**config.mk**
```make
export PLATFORM = sky130hd
export DESIGN_NAME = operand_stack
export DESIGN_NICKNAME = d
export VERILOG_FILES = /design/src/rtl/operand_stack.sv
export SDC_FILE = /design/constraint.sdc
export NUM_CORES = 1
export LEC_CHECK = 0
export ABC_CLOCK_PERIOD_IN_PS = 6540
export BUFFER_PORTS_ARGS = -buffer_cell sky130_fd_sc_hd__buf_2
export CORE_MARGIN = 2
export CORE_UTILIZATION = 60
export CTS_BUF_LIST = sky130_fd_sc_hd__clkbuf_4 sky130_fd_sc_hd__clkbuf_8 sky130_fd_sc_hd__clkbuf_16
export DETAILED_ROUTE_END_ITERATION = 10
export GPL_ROUTABILITY_DRIVEN = 1
export GPL_TIMING_DRIVEN = 1
export MAX_ROUTING_LAYER = met4
export PLACE_DENSITY = 0.78
export SYNTH_ARGS = -nofsm -noshare
export SYNTH_HDL_FRONTEND = slang
export SYNTH_SLANG_ARGS = --single-unit
```
**constraint.sdc**
```tcl
create_clock -name clk -period 6.54 [get_ports clk]
set_clock_uncertainty 0.1 [all_clocks]
set_input_delay 0 -clock clk [delete_from_list [all_inputs] [get_ports clk]]
set_output_delay 0 -clock clk [all_outputs]
set_load 0.01 [all_outputs]
```
**src/rtl/operand_stack.sv**
```systemverilog
// operand_stack: LIFO operand stack answering one push/pop request at a time
// from the control unit. A rising edge on stacktrigger starts a request; the
// result is reported with a one-cycle stackdone pulse two clocks later.
module operand_stack #(
  parameter  int unsigned WIDTH = 32,
  parameter  int unsigned DEPTH = 16,
  localparam int unsigned PTR_W = $clog2(DEPTH + 1)
) (
  input  logic             clk,
  input  logic             rst,
  input  logic             stacktrigger,
  input  logic             stackpush,
  input  logic [WIDTH-1:0] stackwrite,
  input  logic             clear_err,
  output logic [WIDTH-1:0] stackread,
  output logic             stackdone,
  output logic             busy,
  output logic [PTR_W-1:0] depth,
  output logic             empty,
  output logic             full,
  output logic             overflow,
  output logic             underflow
);

  localparam int unsigned ADDR_W = $clog2(DEPTH);

  typedef enum logic [1:0] {
    S_IDLE    = 2'd0,
    S_ACCESS  = 2'd1,
    S_RESPOND = 2'd2
  } state_t;

  state_t           r_state;
  state_t           w_next_state;

  logic             r_trig_q;
  logic             r_op;
  logic [WIDTH-1:0] r_wdata;
  logic [PTR_W-1:0] r_sp;
  logic             r_empty;
  logic             r_full;
  logic [WIDTH-1:0] r_read;
  logic             r_ovf;
  logic             r_udf;
  logic [WIDTH-1:0] r_mem [DEPTH];

  logic             w_req;
  logic             w_accept;
  logic             w_access;
  logic             w_push_ok;
  logic             w_push_ovf;
  logic             w_pop_ok;
  logic             w_pop_udf;
  logic [PTR_W-1:0] w_sp_next;
  logic [ADDR_W-1:0] w_wr_addr;
  logic [ADDR_W-1:0] w_rd_addr;

  // Rising-edge detect: a trigger held high fires only once.
  assign w_req = stacktrigger & ~r_trig_q;

  // Operation decode during the ACCESS cycle; full/empty decide error cases.
  assign w_push_ok  = w_access &  r_op & ~r_full;
  assign w_push_ovf = w_access &  r_op &  r_full;
  assign w_pop_ok   = w_access & ~r_op & ~r_empty;
  assign w_pop_udf  = w_access & ~r_op &  r_empty;

  assign w_wr_addr = ADDR_W'(r_sp);
  assign w_rd_addr = ADDR_W'(r_sp - PTR_W'(1));

  // Stack pointer saturates in [0, DEPTH] because errors leave it untouched.
  assign w_sp_next = w_push_ok ? r_sp + PTR_W'(1) :
                     w_pop_ok  ? r_sp - PTR_W'(1) : r_sp;

  assign stackread = r_read;
  assign depth     = r_sp;
  assign empty     = r_empty;
  assign full      = r_full;
  assign overflow  = r_ovf;
  assign underflow = r_udf;

  // State register.
  always_ff @(posedge clk or posedge rst) begin
    if (rst) r_state <= S_IDLE;
    else     r_state <= w_next_state;
  end

  // Next-state logic: IDLE -> ACCESS -> RESPOND -> IDLE.
  always_comb begin
    w_next_state = r_state;
    case (r_state)
      S_IDLE:    if (w_req) w_next_state = S_ACCESS;
      S_ACCESS:  w_next_state = S_RESPOND;
      S_RESPOND: w_next_state = S_IDLE;
      default:   w_next_state = S_IDLE;
    endcase
  end

  // State-decoded strobes; busy covers ACCESS and the RESPOND (done) cycle.
  always_comb begin
    w_accept  = 1'b0;
    w_access  = 1'b0;
    stackdone = 1'b0;
    busy      = 1'b0;
    case (r_state)
      S_IDLE:    w_accept = w_req;
      S_ACCESS:  begin w_access = 1'b1; busy = 1'b1; end
      S_RESPOND: begin stackdone = 1'b1; busy = 1'b1; end
      default:   ;
    endcase
  end

  // Control/datapath registers: request latch, pointer, status and result.
  always_ff @(posedge clk or posedge rst) begin
    if (rst) begin
      r_trig_q <= 1'b0;
      r_op     <= 1'b0;
      r_wdata  <= '0;
      r_sp     <= '0;
      r_empty  <= 1'b1;
      r_full   <= 1'b0;
      r_read   <= '0;
      r_ovf    <= 1'b0;
      r_udf    <= 1'b0;
    end else begin
      r_trig_q <= stacktrigger;
      if (w_accept) begin
        r_op    <= stackpush;
        r_wdata <= stackwrite;
      end
      r_sp    <= w_sp_next;
      r_empty <= (w_sp_next == '0);
      r_full  <= (w_sp_next == PTR_W'(DEPTH));
      if (w_pop_ok)       r_read <= r_mem[w_rd_addr];
      else if (w_pop_udf) r_read <= '0;
      if (w_push_ovf)     r_ovf <= 1'b1;
      else if (clear_err) r_ovf <= 1'b0;
      if (w_pop_udf)      r_udf <= 1'b1;
      else if (clear_err) r_udf <= 1'b0;
    end
  end

  // Storage array; contents are not reset.
  always_ff @(posedge clk) begin
    if (w_push_ok) r_mem[w_wr_addr] <= r_wdata;
  end

endmodule

```
==> key figures <==
Run status
  – Status: finished clean

Synthesis
  – Post-synth cell types: 44
  – Flops & latches, synth: 589
  – Mapped Cells: 1048
  – Sequential-to-total area share from yosys stat: 0.7726
  – Synthesized net count: approximately 1100
  – Post-Syn Area: 22400 um^2
  – Yosys top cell area share: 0.6865
  – Asr flop ratio synth: 0.1307
  – Count leader, synth: edfxtp_1
  – Top cells by count, synth: edfxtp_1, mux4_2, dfrtp_1, nand2_1, mux2_2
  – Leading area contributor after synthesis: edfxtp_1
  – Post-synth EDFFs: 512
  – Top_reg_cell synth: edfxtp_1
  – Mean Syn Cell Area: 21.37 um^2
  – Synth area leaders: edfxtp_1, mux4_2, dfrtp_1, mux2_2, a32oi_1
  – Yosys Warn Count: 0

Pwr
  – Comb pwr share: 0.270
  – Peak supply drop: 0.0003677 V
  – NetSw: 3.893 mW
  – Clock power share: 0.284
  – Int Power: 8.686 mW
  – P per Cell Area: 484.9 nW/um^2
  – Sw Ratio: 0.3095
  – Leak: 8.885 nW
  – Sequential share of power: 0.446

Drt
  – Routed WL: 50.90 mm
  – Via count: 11265
  – DRT iter0 DRCs: approximately 1200
  – DRT antenna net count: 0
  – Routed vias/inst: around 6.6
  – Drt pass-1 iters: 7
  – # DRC: 0
  – DR WL/cell: 29.78 um

Final layout
  – Fill cells: 2100
  – Share of cells above drive strength 1: 0.3175
  – Ant. Diodes: 0
  – Final instance area: between 20000 and 30000 um^2
  – Area growth, synth to finish: 15.83%
  – Fin nets: between 1000 and 1500
  – Non-Filler Instances: 1709
  – Register Area: 17310 um^2
  – Area of the multi-input gates: 4922 um^2

Global routing
  – Global-route wire length before repair: approximately 75 mm
  – Overflow after GRT: 0
  – Largest net degree at the start of global routing: 79
  – Antenna violations before repair: 0
  – Vias in the first global route: 11734
  – Gr usage total: 0.2794

Worst hold path
  – Worst hold path type: input port to register
  – Worst hold endpoint: overflow$_DFFE_PP0P_
  – Min-delay src: clear_err
  – Worst Hold Path Cells: 3

Clocking
  – Root buffer cell: clkbuf_16
  – Clock sink count: 589
  – H-tree levels: 2
  – TritonCTS Buffers: 56
  – Worst-path clk slew: 60 ps
  – Post-CTS Setup Bufs: 0
  – CTS tree: built
  – Worst-skew pair later-pin latency: ~600 ps
  – Clock tree buffer depth: 3

Floorplanning
  – Die Wd: 197.2 um
  – Die Y-Extent: ~200 um
  – Std cell rows: 70
  – # IOs: 80
  – Die area: 38890 um^2
  – Initial Util: 0.6103
  – Core Area: between 30000 and 40000 um^2

Timing
  – Max-slew headroom: 0.1250
  – Min Tclk post-route: 3975 ps
  – Total negative setup slack: 0 ps
  – PnR worst setup slack: 2565 ps
  – Fin crit share: 0.6078
  – # setup viols final: 0
  – Hold Violations, Final: 0
  – Measured slew at the worst slew-check pin: 1305 ps
  – Fmax: between 200 and 300 MHz
  – RSZ-0062 raised after global routing: false
  – Final Slew Violations: 0

Worst setup path
  – Critical Path AT: 4130 ps
  – Element type at the critical path start: register
  – R2R depth: 5
  – Critical path data required time: approximately 6700 ps
  – Peak fanout along the critical path: 51
  – CP endpoint kind: register
  – R2R Path Start: depth[0]$_DFF_PP0_
  – CP Class: register to register
  – R2r setup slk: 2570 ps
  – R2R Path End: r_mem[15][23]$_DFFE_PP_

Place
  – Placed Cells: ~1600
  – Final HPWL DP: 25.78 mm
  – Port buffer count: 79
  – Cell Area, Placed: 23480 um^2
  – Place WS: 2504 ps
  – Final RePlAce weighted congestion: 0.7741

Flow run
  – Max Cap Viol: 0
[routing by layer]
layer / global-route usage / part of all wire
met5: - / 0
met4: 0.07491 / 0.019
met3: 0.05464 / 0.082
met2: 0.4414 / 0.50
met1: 0.3817 / 0.40
[what timing repair did]
action	4_1_cts	5_1_grt
resized for setup	0	0
hold buffers	38	0
hold endpoints to repair	67	0
[kinds of logic (layout without fill, tap and decap cells)]
| kind of cell | Yosys count | after routing | synth area share |
|---|---|---|---|
| AOI/OAI and AO/OA | 104 | 104 | 0.03587 |
| xor gates and xnor gates | 7 | 7 | 0.002737 |
| adders and majority gates | 8 | 8 | 0.004469 |
| buffers and inverters | 67 | 260 | 0.01587 |
| DFF | 589 | 589 | 0.7726 |
| muxes | 167 | 167 | 0.1480 |
| and+or+nand+nor | 106 | 106 | 0.02050 |
[stage by stage]
| stage | hold slack [ps] | utilization | total power [mW] |
|---|---|---|---|
| 2_1_floorplan | -68.57 | - | 7.860 |
| 3_3_place_gp | -35.30 | 0.6399 | 8.959 |
| 3_5_place_dp | -25.38 | 0.6399 | 9.038 |
| 4_1_cts | 23.40 | 0.7069 | 12.64 |
| 5_1_grt | 35.90 | 0.7069 | 13.06 |
| 6_report | 41.12 | 0.7069 | 12.58 |
[layout make-up]
class,instances,share of cell area
Sequential cell,589,0.6671
Inverter,9,0.001351
Clock inverter,28,0.01698
Tap cell,468,0.02257
Timing Repair Buffer,147,0.03907
Clock buffer,76,0.06314
Multi-Input combinational cell,392,0.1897
[power groups by stage]
| stage | Clock, mW | Combinational (mW) | Sequential [mW] |
|---|---|---|---|
| global placement | 0 | 3.32 | 5.64 |
| detailed placement | 0 | 3.35 | 5.69 |
| global route | 3.75 | 3.61 | 5.70 |
| CTS | 3.61 | 3.42 | 5.61 |
| floorplan | 0 | 2.45 | 5.41 |
| finish | 3.57 | 3.39 | 5.62 |
[cell usage in the layout (no fill, tap or decap), types with 3 or more instances in the layout]
cell,n
dfrtp_1,75
mux2i_1,6
nand2_1,65
nor3_2,5
clkinv_2,7
buf_4,29
mux4_2,128
edfxtp_1,512
a21o_1,29
clkbuf_16,57
mux2_2,33
inv_1,8
nand2b_1,3
nor2_4,12
nor2_1,5
o21ai_1,3
clkbuf_4,8
bufinv_16,12
dlygate4sd3_1,38
a22oi_1,29
a32oi_1,29
buf_2,79
clkbuf_8,11
ha_1,7
clkinv_1,7
xnor2_1,3
nor2b_1,3
[critical path, stage by stage (launching register included)]
cell and delay, ps:
dfrtp_4 770, buf_4 840, ha_1 310, nand4b_1 340, nor2_4 750, buf_4 430
[flip-flops by register name, indices dropped and copies added, names as in the netlist]
register,flops
underflow,1
stackread,32
r_op,1
depth,5
full,1
r_state,2
r_mem,512
r_trig_q,1
empty,1
overflow,1
r_wdata,32
[worst max-delay path by stage]
| stage | start | endpoint |
|---|---|---|
| after global routing | depth[0]$_DFF_PP0_ | r_mem[15][4]$_DFFE_PP_ |
| after floorplan | depth[0]$_DFF_PP0_ | r_mem[0][0]$_DFFE_PP_ |
| after CTS | depth[0]$_DFF_PP0_ | r_mem[15][2]$_DFFE_PP_ |
| final | depth[0]$_DFF_PP0_ | r_mem[15][23]$_DFFE_PP_ |
| after detailed placement | depth[0]$_DFF_PP0_ | r_mem[15][14]$_DFFE_PP_ |
| after global placement | depth[0]$_DFF_PP0_ | r_mem[15][13]$_DFFE_PP_ |
Note: power is estimated with default switching activity, not from simulation.
